==> src/rtl/fetch_pkg.sv <==
// rtl/fetch_pkg.sv - shared widths and FSM encoding for the instruction fetch stage
package fetch_pkg;

  localparam int ADDR_W_DEF  = 8;
  localparam int INSTR_W_DEF = 16;
  localparam int CNT_W_DEF   = 16;

  localparam logic [1:0] S_IDLE = 2'd0;
  localparam logic [1:0] S_REQ  = 2'd1;
  localparam logic [1:0] S_HOLD = 2'd2;

  typedef enum logic [1:0] {
    ST_IDLE = S_IDLE,
    ST_REQ  = S_REQ,
    ST_HOLD = S_HOLD
  } fetch_state_e;

endpackage

==> src/rtl/instr_reg.sv <==
// rtl/instr_reg.sv - instruction register with load enable and async active-low clear
module instr_reg
  import fetch_pkg::*;
#(
  parameter int W = INSTR_W_DEF
) (
  input  logic         clk,
  input  logic         reset,
  input  logic         load,
  input  logic [W-1:0] d,
  output logic [W-1:0] q
);

  always_ff @(posedge clk or negedge reset) begin
    if (!reset) begin
      q <= '0;
    end else if (load) begin
      q <= d;
    end
  end

endmodule

==> src/rtl/fetch_unit.sv <==
// rtl/fetch_unit.sv - fetch FSM: memory req/ack, instruction hand-off to decode, PC advance
module fetch_unit
  import fetch_pkg::*;
#(
  parameter int ADDR_W  = ADDR_W_DEF,
  parameter int INSTR_W = INSTR_W_DEF,
  parameter int CNT_W   = CNT_W_DEF
) (
  input  logic               clk,
  input  logic               reset,
  input  logic [ADDR_W-1:0]  pc_in,
  output logic               pc_enable,
  output logic               mem_req,
  output logic [ADDR_W-1:0]  mem_addr,
  input  logic               mem_ack,
  input  logic [INSTR_W-1:0] mem_rdata,
  output logic [INSTR_W-1:0] ir_out,
  output logic               ir_valid,
  input  logic               ir_ready,
  input  logic               flush,
  input  logic               halt,
  output logic [CNT_W-1:0]   fetch_cnt
);

  fetch_state_e state, state_nxt;
  logic         drop;

  logic capture;
  logic load_addr;
  logic retire;
  logic kill_ir;
  logic drop_set;
  logic drop_clr;

  always_ff @(posedge clk or negedge reset) begin
    if (!reset) begin
      state <= ST_IDLE;
    end else begin
      state <= state_nxt;
    end
  end

  always_comb begin
    state_nxt = state;
    case (state)
      ST_IDLE: begin
        if (!halt) state_nxt = ST_REQ;
      end
      ST_REQ: begin
        if (mem_ack) state_nxt = (drop || flush) ? ST_IDLE : ST_HOLD;
      end
      ST_HOLD: begin
        // flush takes priority over a same-cycle accept
        if (flush) begin
          state_nxt = ST_IDLE;
        end else if (ir_ready) begin
          state_nxt = halt ? ST_IDLE : ST_REQ;
        end
      end
      default: state_nxt = ST_IDLE;
    endcase
  end

  always_comb begin
    mem_req   = 1'b0;
    pc_enable = 1'b0;
    capture   = 1'b0;
    load_addr = 1'b0;
    retire    = 1'b0;
    kill_ir   = 1'b0;
    drop_set  = 1'b0;
    drop_clr  = 1'b0;
    case (state)
      ST_IDLE: begin
        load_addr = !halt;
      end
      ST_REQ: begin
        mem_req   = 1'b1;
        capture   = mem_ack && !drop && !flush;
        pc_enable = capture;
        drop_clr  = mem_ack;
        drop_set  = flush && !mem_ack;
      end
      ST_HOLD: begin
        retire    = ir_ready && !flush;
        kill_ir   = flush;
        load_addr = retire && !halt;
      end
      default: ;
    endcase
  end

  always_ff @(posedge clk or negedge reset) begin
    if (!reset) begin
      mem_addr <= '0;
    end else if (load_addr) begin
      mem_addr <= pc_in;
    end
  end

  // A flush seen while the request is still outstanding poisons the eventual ack
  always_ff @(posedge clk or negedge reset) begin
    if (!reset) begin
      drop <= 1'b0;
    end else if (drop_clr) begin
      drop <= 1'b0;
    end else if (drop_set) begin
      drop <= 1'b1;
    end
  end

  always_ff @(posedge clk or negedge reset) begin
    if (!reset) begin
      ir_valid <= 1'b0;
    end else if (capture) begin
      ir_valid <= 1'b1;
    end else if (retire || kill_ir) begin
      ir_valid <= 1'b0;
    end
  end

  always_ff @(posedge clk or negedge reset) begin
    if (!reset) begin
      fetch_cnt <= '0;
    end else if (retire) begin
      fetch_cnt <= fetch_cnt + CNT_W'(1);
    end
  end

  instr_reg #(
    .W(INSTR_W)
  ) u_instr_reg (
    .clk  (clk),
    .reset(reset),
    .load (capture),
    .d    (mem_rdata),
    .q    (ir_out)
  );

endmodule

==> config.mk <==
export PLATFORM = sky130hd
export DESIGN_NAME = fetch_unit
export DESIGN_NICKNAME = d
export VERILOG_FILES = /design/src/rtl/fetch_pkg.sv /design/src/rtl/instr_reg.sv /design/src/rtl/fetch_unit.sv
export SDC_FILE = /design/constraint.sdc
export NUM_CORES = 1
export LEC_CHECK = 0
export CAP_MARGIN = 20
export CELL_PAD_IN_SITES_DETAIL_PLACEMENT = 0
export CELL_PAD_IN_SITES_GLOBAL_PLACEMENT = 1
export CORE_MARGIN = 2
export CORE_UTILIZATION = 36
export CTS_CLUSTER_SIZE = 10
export DETAILED_ROUTE_END_ITERATION = 8
export PLACE_DENSITY = 0.81
export SYNTH_ARGS = -nofsm -noshare
export SYNTH_HDL_FRONTEND = slang
export SYNTH_SLANG_ARGS = --single-unit
export TNS_END_PERCENT = 1
==> constraint.sdc <==
create_clock -name clk -period 2.2 [get_ports clk]
set_input_delay 0.44 -clock clk [delete_from_list [all_inputs] [get_ports clk]]
set_output_delay 0.44 -clock clk [all_outputs]
set_load 0.05 [all_outputs]
==> results of run 1 <==
## sequential cells by signal, indices dropped and copies added, names as in the netlist
signal / count
fetch_cnt: 16
u_instr_reg.q: 16
mem_addr: 8
state: 2
drop: 1
ir_valid: 1
## worst max path at each step
stage,startpoint,endpoint,depth (start not counted)
after floorplan,state[0],pc_enable,5
after global placement,flush,mem_addr[3],4
after detailed placement,flush,mem_addr[6],4
after CTS,fetch_cnt[2],fetch_cnt[2],1
after global routing,fetch_cnt[2],fetch_cnt[2],1
final,fetch_cnt[2],fetch_cnt[2],1
## power by group through the flow
stage	Clock [mW]	Sequential, mW	Combinational, mW
global route	0.571	1.25	1.86
finish	0.512	1.21	1.78
global placement	0	1.20	1.78
CTS	0.537	1.21	1.80
floorplan	0	2.00	0.356
detailed placement	0	1.22	1.80
## worst register-to-register path: cells and delay by family, from the launching register on
kind	cells	cell delay, ns
XOR/XNOR	1	0.16
flip-flops	1	0.43
AND/OR/NAND/NOR	3	0.93
## synth_stat cells, types with 3 or more instances
cell / n / share of area (%)
sky130_fd_sc_hd__dfrtp_1: 44 / 59
sky130_fd_sc_hd__mux2_2: 18 / 11
sky130_fd_sc_hd__xor2_1: 8 / 3.7
sky130_fd_sc_hd__mux2_4: 7 / 5.6
sky130_fd_sc_hd__nand2_1: 7 / 1.4
sky130_fd_sc_hd__xnor2_1: 7 / 3.3
sky130_fd_sc_hd__inv_1: 5 / 1.0
sky130_fd_sc_hd__nor2_1: 5 / 1.0
sky130_fd_sc_hd__nor3_2: 4 / 2.1
sky130_fd_sc_hd__nand4_1: 3 / 1.0
## kinds of logic (layout without fill, tap and decap cells)
group	Yosys count	in the layout	share of synthesized area [%]
AO/OA/AOI/OAI	6	6	2.66
XOR/XNOR	15	15	6.99
adder cells (fa/ha/maj)	1	1	0.666
buffers and inverters	8	88	2.40
flip-flops	44	44	58.6
multiplexers	25	25	16.4
AND/OR/NAND/NOR	32	32	12.3
## area by class of cell
type                       instances  area [µm²]  share of cell area [%]
clock inverter                     2        10.0                   0.359
tap                               70        87.6                    3.14
timing repair buffer              75         758                    27.2
inverter                           5        18.8                   0.672
sequential                        44        1100                    39.4
multi-input combinational         79         733                    26.3
clock buffer                       6        82.6                    2.96
## routing by layer
layer	part of all wire (%)	vias to the layer above	wire length, µm
met2	49	48	1930
met5	0	-	0
met4	0.46	0	18
li1	-	602	-
met3	9.4	2	369
met1	41	635	1610
## stage by stage
| step | instance area, µm² | cells | power [mW] |
|---|---|---|---|
| 3_5_place_dp | 2700 | 273 | 3.02 |
| 5_1_grt | 2790 | 281 | 3.67 |
| 2_1_floorplan | 1880 | 131 | 2.36 |
| 4_1_cts | 2790 | 281 | 3.56 |
| 6_report | 2790 | 281 | 3.50 |
| 3_3_place_gp | 2700 | 273 | 2.98 |
==> implementation parameters, run 1 <==
Parameter                              Value

Timing
  Setup Total Neg Slack ... 0 ns
  Minimum clock period after layout ... 2.06 ns
  Share of the cycle needed by the critical path after routing ... 93.8%
  Final worst clock skew ... approximately 0.0043 ns
  Final-report setup violation count ... 0
  Number of max-slew violations in the final report ... 0
  Post-route setup slack ... around 0.14 ns
  Fmax ... 485 MHz
  Number of endpoints with negative hold slack in the final report ... 0
  Setup repair after global routing missed its margin ... no
  Worst-margin pin slew ... 0.973 ns
  Headroom to the max-slew limit ... 35.1%
  Worst hold slack after final layout ... 0.298 ns

Synthesis
  Top flip-flop cell by instance count after synthesis ... sky130_fd_sc_hd__dfrtp_1
  EDFF count, synth ... 0
  Synthesis warning total ... 0
  Post-synthesis sequential area ratio ... 58.6%
  Net count after synthesis ... roughly 160
  Avg Cell Area, Syn ... 14.3 µm²
  Mapped Area ... 1880 µm²
  Gate count after technology mapping ... 131
  Number of storage elements in the synthesis netlist ... 44
  Post-synth cell types ... 29
  Share of synthesized registers carrying an async set or reset ... 100%

Flow run
  Max-cap violations ... 0

Floorplanning
  Floorplan Core Area ... 5070 µm²
  Die X-Extent ... 76.3 µm
  Die H ... 76.3 µm
  Starting utilization of the core area ... 37.0%
  Io pins ... 73
  Die area ... approximately 5800 µm²
  # rows ... 26

Clock network
  Clock root buffer ... sky130_fd_sc_hd__clkbuf_8
  Post-CTS sizing ... 0
  CTS buffer count ... 5
  CTS HTree Levels ... 2
  TritonCTS clock tree ... built
  Number of sinks driven by the clock tree ... 44
  Number of buffers inserted for hold repair after clock tree synthesis ... 0
  Post-CTS setup repair buffer count ... 0
  Worst-path clk slew ... about 0.080 ns
  Clock Latency Late Sink ... just under 0.3 ns
  Maximum buffer depth of the clock tree ... 2

Power
  Sequential fraction of design power ... 34.5%
  Switching part of the total power ... 43.2%
  Maximum VDD drop ... around 0.82 mV
  Total power per unit cell area ... 1250 nW/µm²
  Cell-internal power ... between 1.5 and 2 mW
  Switching power ... 1.51 mW
  Comb pwr share ... 50.9%
  Clock share of power ... 14.6%
  Leakage dissipation ... about 1.2 nW

Worst setup path
  Crit-path cells ... clkdlybuf4s50_1
  Classification of the worst setup path ... flip-flop to output port
  Largest stage delay, worst path ... between 0.8 and 0.9 ns
  Slowest cell on crit path ... sky130_fd_sc_hd__clkdlybuf4s50_1
  RR Endpoint ... fetch_cnt[15]
  Worst endpoint data arrival time ... 1.62 ns
  Worst-case register-to-register setup slack ... 0.61 ns
  Type of element launching the critical path ... flip-flop
  Path depth of the worst reg2reg path ... 4
  Buf+Inv Stages, Crit Path ... 1
  Nature of the critical path endpoint ... output port
  R2r startpoint ... state[0]
  Largest fanout on the critical path ... 5
  Cell type group with the largest total delay on the critical path ... buffers and inverters
  Required time of the worst setup path ... 1.76 ns

Drt
  Wirelength per Cell ... 14.0 µm
  Final WL ... just under 4 mm
  Antenna violation net count after detailed routing ... 0
  Detailed Routing Iterations Pass 1 ... 3
  Initial detailed-routing violation count ... 49
  Vias post-DR ... 1287
  DRC violations left ... 0
  Vias/cell ... 4.58

Cells and area
  Fillcell total ... 455
  Post-layout util ... 55.0%
  Fraction of layout cells with a size suffix above 1 ... 22.3%
  NumNets Final ... 241
  Post-synthesis to final-layout area growth ... 48.5%
  Commonest non-fill, non-tap cells in the layout ... 69 x sky130_fd_sc_hd__clkdlybuf4s50_1, 44 x sky130_fd_sc_hd__dfrtp_1, 18 x sky130_fd_sc_hd__mux2_2, 8 x sky130_fd_sc_hd__xor2_1
  Diodes inserted ... 0
  Most common library cell in the layout ignoring fill and taps ... sky130_fd_sc_hd__clkdlybuf4s50_1

Placed design
  Setup slack at placement ... about 0.042 ns
  Gp weighted congestion ... 0.764
  Port Buffer Count ... 72
  DP HPWL ... 2.98 mm

Global routing
  Gr usage total ... 14.1%
  Global route hottest layer ... met2
  Met1 Use GR ... 15.7%
  Number of antenna violations at the first check in global routing ... 0
  Pin count of the biggest net entering global routing ... 45
  First-pass GRT wire length ... 6.62 mm
  Met3 usage in global routing ... 6.75%
  Overall overflow remaining after global route ... 0
  Number of global-route vias before repair ... ~1500
  Met2 global-route usage ... 24.4%

Outcome
  Status ... finished, final reports clean

Worst hold path
  Hold WC Path Type ... primary input to asynchronous set/reset pin
Note: power is estimated with default switching activity, not from simulation.
==> run 2, diff against run 1 <==
--- a/config.mk
+++ b/config.mk
@@ -9,10 +9,12 @@
 export CELL_PAD_IN_SITES_DETAIL_PLACEMENT = 0
 export CELL_PAD_IN_SITES_GLOBAL_PLACEMENT = 1
 export CORE_MARGIN = 2
-export CORE_UTILIZATION = 36
+export CORE_UTILIZATION = 40
+export CTS_CLUSTER_DIAMETER = 150
 export CTS_CLUSTER_SIZE = 10
 export DETAILED_ROUTE_END_ITERATION = 8
-export PLACE_DENSITY = 0.81
+export DONT_BUFFER_PORTS = 1
+export PLACE_DENSITY = 0.64
 export SYNTH_ARGS = -nofsm -noshare
 export SYNTH_HDL_FRONTEND = slang
 export SYNTH_SLANG_ARGS = --single-unit
==> run 2 against run 1 <==
Against the previous run:
- register-to-register slack worse by 0.03 ns
- cell area decreased by 23%
- total power decreased by 16%
- wire length down 12%
- non-clock buffer count fell by 57
- first-iteration DRC count is 31% lower
- global-route usage about the same
- maximum frequency is 15% higher
- critical endpoint is now pc_enable
- highest routed layer unchanged
==> implementation parameters, run 2 (synthesis gave the netlist of run 1 again) <==
Parameter                              Value

Outcome
  Status ... finished, final reports clean

Timing
  Fmax ... 556 MHz (+15%)
  Minimum clock period after layout ... 1.80 ns (-0.264 ns)
  Number of max-slew violations in the final report ... 0 (unchanged)
  Setup repair after global routing missed its margin ... no
  Post-route setup slack ... 0.400 ns (+0.264 ns)
  Share of the cycle needed by the critical path after routing ... 81.8% (-12 points)
  Worst hold slack after final layout ... 0.232 ns (-0.0663 ns)
  Setup Total Neg Slack ... 0 ns (unchanged)
  Final worst clock skew ... 0.00216 ns (-0.00211 ns)
  Headroom to the max-slew limit ... 61.6% (+26 points)
  Worst-margin pin slew ... 0.576 ns (-0.396 ns)
  Number of endpoints with negative hold slack in the final report ... 0 (unchanged)
  Final-report setup violation count ... 0 (unchanged)

Worst setup path
  Type of element launching the critical path ... flip-flop
  Classification of the worst setup path ... flip-flop to output port
  Largest stage delay, worst path ... 0.41 ns (-0.46 ns)
  Nature of the critical path endpoint ... output port
  Worst-case register-to-register setup slack ... 0.58 ns (-0.03 ns)
  Slowest cell on crit path ... sky130_fd_sc_hd__dfrtp_1
  Largest fanout on the critical path ... 4 (-1)
  RR Endpoint ... fetch_cnt[15]
  Required time of the worst setup path ... 1.76 ns (about the same)
  Worst endpoint data arrival time ... 1.36 ns (-0.26 ns)
  Crit-path cells ... nor2b_1 -> nand3_4 -> inv_1 -> buf_4
  R2r startpoint ... state[0]
  Path depth of the worst reg2reg path ... 4 (unchanged)

Cells and area
  Fraction of layout cells with a size suffix above 1 ... 36.6% (+14 points)
  NumNets Final ... 184 (-24%)
  Commonest non-fill, non-tap cells in the layout ... 44 x sky130_fd_sc_hd__dfrtp_1, 18 x sky130_fd_sc_hd__mux2_2, 16 x sky130_fd_sc_hd__buf_4, 8 x sky130_fd_sc_hd__xor2_1
  Diodes inserted ... 0 (unchanged)
  Most common library cell in the layout ignoring fill and taps ... sky130_fd_sc_hd__dfrtp_1
  Post-synthesis to final-layout area growth ... 14.2%
  Registers with the most flip-flops ... fetch_cnt: 16 flops, u_instr_reg.q: 16 flops, mem_addr: 8 flops
  Fillcell total ... 425 (-6.6%)

Worst hold path
  Hold WC Path Type ... primary input to flip-flop
  Worst Hold Launch ... mem_ack
  Number of stages on the worst hold path ... 1
  Sink of the worst hold path ... drop

Global routing
  Met2 global-route usage ... 23.2% (-1.2 points)
  First-pass GRT wire length ... 5.59 mm (-16%)
  Pin count of the biggest net entering global routing ... 45 (unchanged)
  Gr usage total ... 14.1% (about the same)
  Met1 Use GR ... 15.4% (-0.34 points)
  Number of antenna violations at the first check in global routing ... 0 (unchanged)
  Number of global-route vias before repair ... 1170 (-20%)
  Met3 usage in global routing ... 7.36% (+0.61 points)
  Overall overflow remaining after global route ... 0 (unchanged)
  Global route hottest layer ... met2

Clock network
  Clock Latency Late Sink ... 0.28 ns (about the same)
  TritonCTS clock tree ... built
  CTS HTree Levels ... 2 (unchanged)
  Number of sinks driven by the clock tree ... 44 (unchanged)
  CTS buffer count ... 5 (unchanged)
  Clock root buffer ... sky130_fd_sc_hd__clkbuf_8
  Maximum buffer depth of the clock tree ... 2 (unchanged)
  Worst-path clk slew ... 0.07 ns (about the same)
  Post-CTS sizing ... 0 (unchanged)

Placed design
  Gp weighted congestion ... 0.817 (+7.0%)
  Setup slack at placement ... 0.553 ns (+0.511 ns)
  DP HPWL ... 2.54 mm (-15%)
  Port Buffer Count ... 0 (-100%)

Power
  Leakage dissipation ... 1.02 nW (-17%)
  Cell-internal power ... 1.53 mW (-23%)
  Switching part of the total power ... 47.8% (+4.6 points)
  Total power per unit cell area ... 1360 nW/µm² (+8.7%)
  Switching power ... 1.40 mW (-7.5%)
  Comb pwr share ... 17.5% (-33 points)
  Sequential fraction of design power ... 67.0% (+33 points)
  Clock share of power ... 15.5% (+0.9 points)
  Maximum VDD drop ... 0.737 mV (-10%)

Drt
  DRC violations left ... 0 (unchanged)
  Detailed Routing Iterations Pass 1 ... 4 (+1)
  Vias/cell ... 5.36 (+17%)
  Antenna violation net count after detailed routing ... 0 (unchanged)
  Initial detailed-routing violation count ... 34 (-31%)
  Vias post-DR ... 1099 (-15%)
  Wirelength per Cell ... 16.9 µm (+21%)
  Final WL ... 3.46 mm (-12%)

Floorplanning
  Io pins ... 73 (unchanged)
  Floorplan Core Area ... 4440 µm² (-12%)
  Starting utilization of the core area ... 42.3% (+5.3 points)
  Die H ... 72.5 µm (-4.9%)
  Die X-Extent ... 72.5 µm (-4.9%)
  # rows ... 24 (-7.7%)
  Die area ... 5260 µm² (-9.5%)

Flow run
  Max-cap violations ... 0 (unchanged)
==> run 2: cell types whose count changed in the layout (fill, tap and decap cells not counted) <==
cell | previous run | this run
sky130_fd_sc_hd__clkbuf_1 | 0 | 1
sky130_fd_sc_hd__buf_4 | 3 | 16
sky130_fd_sc_hd__buf_2 | 1 | 0
sky130_fd_sc_hd__buf_12 | 2 | 1
sky130_fd_sc_hd__clkbuf_8 | 6 | 5
sky130_fd_sc_hd__clkinv_2 | 2 | 1
sky130_fd_sc_hd__clkdlybuf4s50_1 | 69 | 0
sky130_fd_sc_hd__dlygate4sd3_1 | 0 | 1
==> run 2: area by class of cell <==
type	instances	area (µm²)	area share [%]
Timing Repair Buffer	18	150	7.00
Tap cell	52	65.1	3.03
Clock inverter	1	5.00	0.233
Sequential cell	44	1100	51.3
Clock buffer	6	72.6	3.38
Multi-Input combinational cell	79	733	34.2
Inverter	5	18.8	0.875
==> run 2: worst max path at each step <==
stage                         from           to  slack (ns)  cells after the start
after floorplan           state[0]    pc_enable        0.36                      5
after global placement       flush  mem_addr[1]        0.61                      3
after detailed placement     flush  mem_addr[2]        0.55                      3
after CTS                 state[0]    pc_enable        0.37                      4
after global routing      state[0]    pc_enable        0.28                      4
final                     state[0]    pc_enable        0.40                      4
==> run 2: power by group through the flow <==
stage / registers [mW] / logic, mW / clock network, mW
after CTS: 1.97 / 0.524 / 0.479
after floorplan: 2.00 / 0.356 / 0
after global routing: 2.00 / 0.561 / 0.512
after detailed placement: 1.98 / 0.500 / 0
final: 1.96 / 0.512 / 0.454
after global placement: 1.98 / 0.480 / 0
==> run 2: critical path: cells and delay by family, from the launching register on <==
family	cells	cell delay (ns)
buffers and inverters	2	0.25
AND/OR/NAND/NOR	2	0.42
flip-flops	1	0.41
==> run 2: metrics by stage <==
| stage | std cells | util [%] | area, µm² | power [mW] |
|---|---|---|---|---|
| floorplan | 131 | - | 1880 | 2.36 |
| global placement | 196 | 45.9 | 2040 | 2.46 |
| detailed placement | 196 | 45.9 | 2040 | 2.48 |
| CTS | 205 | 48.3 | 2150 | 2.97 |
| global route | 205 | 48.3 | 2150 | 3.07 |
| finish | 205 | 48.3 | 2150 | 2.93 |
==> run 2: what timing repair did <==
item / 4_1_cts / 5_1_grt
hold buffers: 2 / 0
setup buffers: 0 / 0
endpoints found under the hold margin: 44 / 0
==> run 2: metal layers <==
| metal | part of all wire [%] | up-vias |
|---|---|---|
| met1 | 36 | 541 |
| met2 | 50 | 61 |
| li1 | - | 491 |
| met5 | 0 | - |
| met4 | 1.7 | 0 |
| met3 | 12 | 6 |
==> run 3, diff against run 2 <==
--- a/config.mk
+++ b/config.mk
@@ -14,7 +14,7 @@
 export CTS_CLUSTER_SIZE = 10
 export DETAILED_ROUTE_END_ITERATION = 8
 export DONT_BUFFER_PORTS = 1
-export PLACE_DENSITY = 0.64
+export PLACE_DENSITY = 0.66
 export SYNTH_ARGS = -nofsm -noshare
 export SYNTH_HDL_FRONTEND = slang
 export SYNTH_SLANG_ARGS = --single-unit
==> constraint.sdc (replaced) <==
create_clock -name clk -period 1.6 [get_ports clk]
set_input_delay 0.32 -clock clk [delete_from_list [all_inputs] [get_ports clk]]
set_output_delay 0.32 -clock clk [all_outputs]
set_load 0.05 [all_outputs]
==> run 3 against run 2 <==
Against the previous run:
- wire length is 3.4% higher
- critical path depth did not move
- combinational power rose by 50%
- core utilization is 2.6 points higher
- sequential share of layout area down 2.4 points
- sequential power rose by 37%
- clock-buffer cell count is 1 higher
==> implementation parameters, run 3 (synthesis gave the netlist of run 1 again) <==
Parameter                              Value

Placed design
  Port Buffer Count ... 0 (unchanged)
  Gp weighted congestion ... 0.794 (-2.8%)
  DP HPWL ... 2.67 mm (+5.0%)
  Placed cell count ... 204 (+4.1%)
  Setup slack at placement ... 0.113 ns (-0.440 ns)

Floorplanning
  # rows ... 24 (unchanged)
  Io pins ... 73 (unchanged)
  Die area ... 5260 µm² (unchanged)
  Floorplan Core Area ... 4440 µm² (unchanged)
  Die X-Extent ... 72.5 µm (unchanged)
  Starting utilization of the core area ... 42.3% (unchanged)
  Die H ... 72.5 µm (unchanged)

Power
  Switching power ... 1.96 mW (+40%)
  Switching part of the total power ... 47.6% (-0.22 points)
  Comb pwr share ... 18.6% (+1.1 points)
  Sequential fraction of design power ... 65.4% (-1.6 points)
  Total power per unit cell area ... 1820 nW/µm² (+33%)
  Cell-internal power ... 2.16 mW (+41%)
  Total power of the final layout ... 4.12 mW (+41%)
  Leakage dissipation ... 1.06 nW (+4.0%)
  Clock share of power ... 16.0% (+0.5 points)
  Maximum VDD drop ... 0.946 mV (+28%)

Outcome
  Status ... finished, final reports clean

Worst setup path
  Required time of the worst setup path ... 1.28 ns (-0.48 ns)
  Worst endpoint data arrival time ... 1.19 ns (-0.17 ns)
  Largest fanout on the critical path ... 3 (-1)
  Nature of the critical path endpoint ... output port
  Type of element launching the critical path ... flip-flop
  Worst-case register-to-register setup slack ... 0.14 ns (-0.44 ns)
  Classification of the worst setup path ... flip-flop to output port

Flow run
  Max-cap violations ... 0 (unchanged)

Global routing
  Pin count of the biggest net entering global routing ... 45 (unchanged)
  Number of global-route vias before repair ... 1172 (+0.17%)
  Gr usage total ... 13.9% (-0.18 points)
  Number of antenna violations at the first check in global routing ... 0 (unchanged)
  First-pass GRT wire length ... 5.67 mm (+1.5%)
  Overall overflow remaining after global route ... 0 (unchanged)

Cells and area
  Post-synthesis to final-layout area growth ... 20.3%
  NumNets Final ... 193 (+4.9%)
  Finished Layout Cells ... 215 (+4.9%)
  Fillcell total ... 394 (-7.3%)
  Diodes inserted ... 0 (unchanged)
  Commonest non-fill, non-tap cells in the layout ... 40 x sky130_fd_sc_hd__dfrtp_1, 23 x sky130_fd_sc_hd__buf_4, 18 x sky130_fd_sc_hd__mux2_2, 8 x sky130_fd_sc_hd__xor2_1
  Most common library cell in the layout ignoring fill and taps ... sky130_fd_sc_hd__dfrtp_1
  Fraction of layout cells with a size suffix above 1 ... 44.2% (+7.6 points)
  Registers with the most flip-flops ... fetch_cnt: 16 flops, u_instr_reg.q: 16 flops, mem_addr: 8 flops

Drt
  Initial detailed-routing violation count ... 48 (+41%)
  Final WL ... 3.58 mm (+3.4%)
  Vias post-DR ... 1109 (+0.91%)
  Vias/cell ... 5.16 (-3.8%)
  DRC violations left ... 0 (unchanged)
  Antenna violation net count after detailed routing ... 0 (unchanged)
  Wirelength per Cell ... 16.7 µm (-1.4%)
  Detailed Routing Iterations Pass 1 ... 4 (unchanged)

Clock network
  Maximum buffer depth of the clock tree ... 2 (unchanged)
  Clock Latency Late Sink ... 0.29 ns (about the same)
  Clock root buffer ... sky130_fd_sc_hd__clkbuf_8
  TritonCTS clock tree ... built
  Number of sinks driven by the clock tree ... 44 (unchanged)
  CTS HTree Levels ... 2 (unchanged)
  Worst-path clk slew ... 0.08 ns (about the same)
  CTS buffer count ... 5 (unchanged)

Timing
  Share of the cycle needed by the critical path after routing ... 94.1%
  Worst-margin pin slew ... 0.495 ns (-0.0815 ns)
  Number of max-slew violations in the final report ... 0 (unchanged)
  Number of endpoints with negative hold slack in the final report ... 0 (unchanged)
  Setup repair after global routing missed its margin ... no
  Worst hold slack after final layout ... 0.111 ns (-0.121 ns)
  Minimum clock period after layout ... 1.51 ns
  Headroom to the max-slew limit ... 67.0% (+5.4 points)
  Post-route setup slack ... 0.0941 ns (-0.306 ns)
  Final-report setup violation count ... 0 (unchanged)
  Fmax ... 664 MHz
  Final worst clock skew ... 0.00761 ns (+0.00545 ns)

Worst hold path
  Hold WC Path Type ... primary input to flip-flop
run 3: layout make-up:
class                           instances  area, µm²  share of cell area [%]
Sequential cell                        44       1110                    48.9
Multi-Input combinational cell         79        736                    32.5
Timing Repair Buffer                   27        250                    11.1
Clock buffer                            7       76.3                    3.38
Tap cell                               52       65.1                    2.88
Inverter                                5       22.5                   0.996
Clock inverter                          1       5.00                   0.221
run 3: routing by layer:
metal | track usage, % | wire length, µm | vias to the layer above | part of all wire (%)
met5 | 0 | 0 | - | 0
met4 | 3.70 | 17 | 0 | 0.47
met3 | 7.22 | 329 | 2 | 9.2
met2 | 23.1 | 1810 | 46 | 50
met1 | 15.8 | 1430 | 552 | 40
li1 | - | - | 509 | -
run 3: what timing repair did:
item	4_1_cts	5_1_grt
hold buffers	2	0
setup buffers	1	0
endpoints found under the setup margin	1	4
pin swaps	1	0
endpoints found under the hold margin	44	0
gates resized for setup	1	1
run 3: worst max-delay path, cell delays in order (launching register included):
cell and delay, ns:
sky130_fd_sc_hd__dfrtp_1 0.40, sky130_fd_sc_hd__nor2b_2 0.18, sky130_fd_sc_hd__nand3_4 0.10, sky130_fd_sc_hd__clkinvlp_4 0.09, sky130_fd_sc_hd__buf_12 0.13
run 3: power groups by stage:
stage | clock [mW] | sequential (mW) | combinational (mW)
4_1_cts | 0.683 | 2.71 | 0.778
5_1_grt | 0.714 | 2.73 | 0.827
6_report | 0.657 | 2.69 | 0.766
3_3_place_gp | 0 | 2.71 | 0.712
2_1_floorplan | 0 | 2.76 | 0.491
3_5_place_dp | 0 | 2.72 | 0.742
run 3: path summary, 6_finish.rpt:
| check | from | end | cells past startpoint |
|---|---|---|---|
| setup / recovery | state[1] | pc_enable | 4 |
| hold / removal | mem_ack | drop | 1 |
| setup reg to reg | state[1] | fetch_cnt[14] | 5 |
| hold reg to reg | fetch_cnt[5] | fetch_cnt[5] | 1 |
| max in group asynchronous | reset | fetch_cnt[1] | 2 |
| min in group asynchronous | reset | fetch_cnt[15] | 2 |
run 3: through the flow:
| step | area [µm²] | util, % | setup TNS [ns] |
|---|---|---|---|
| final | 2260 | 50.9 | 0 |
| after global routing | 2260 | 50.9 | 0 |
| after CTS | 2260 | 50.9 | 0 |
| after detailed placement | 2130 | 48.0 | 0 |
| after global placement | 2130 | 48.0 | 0 |
| after floorplan | 1890 | - | -0.0723 |
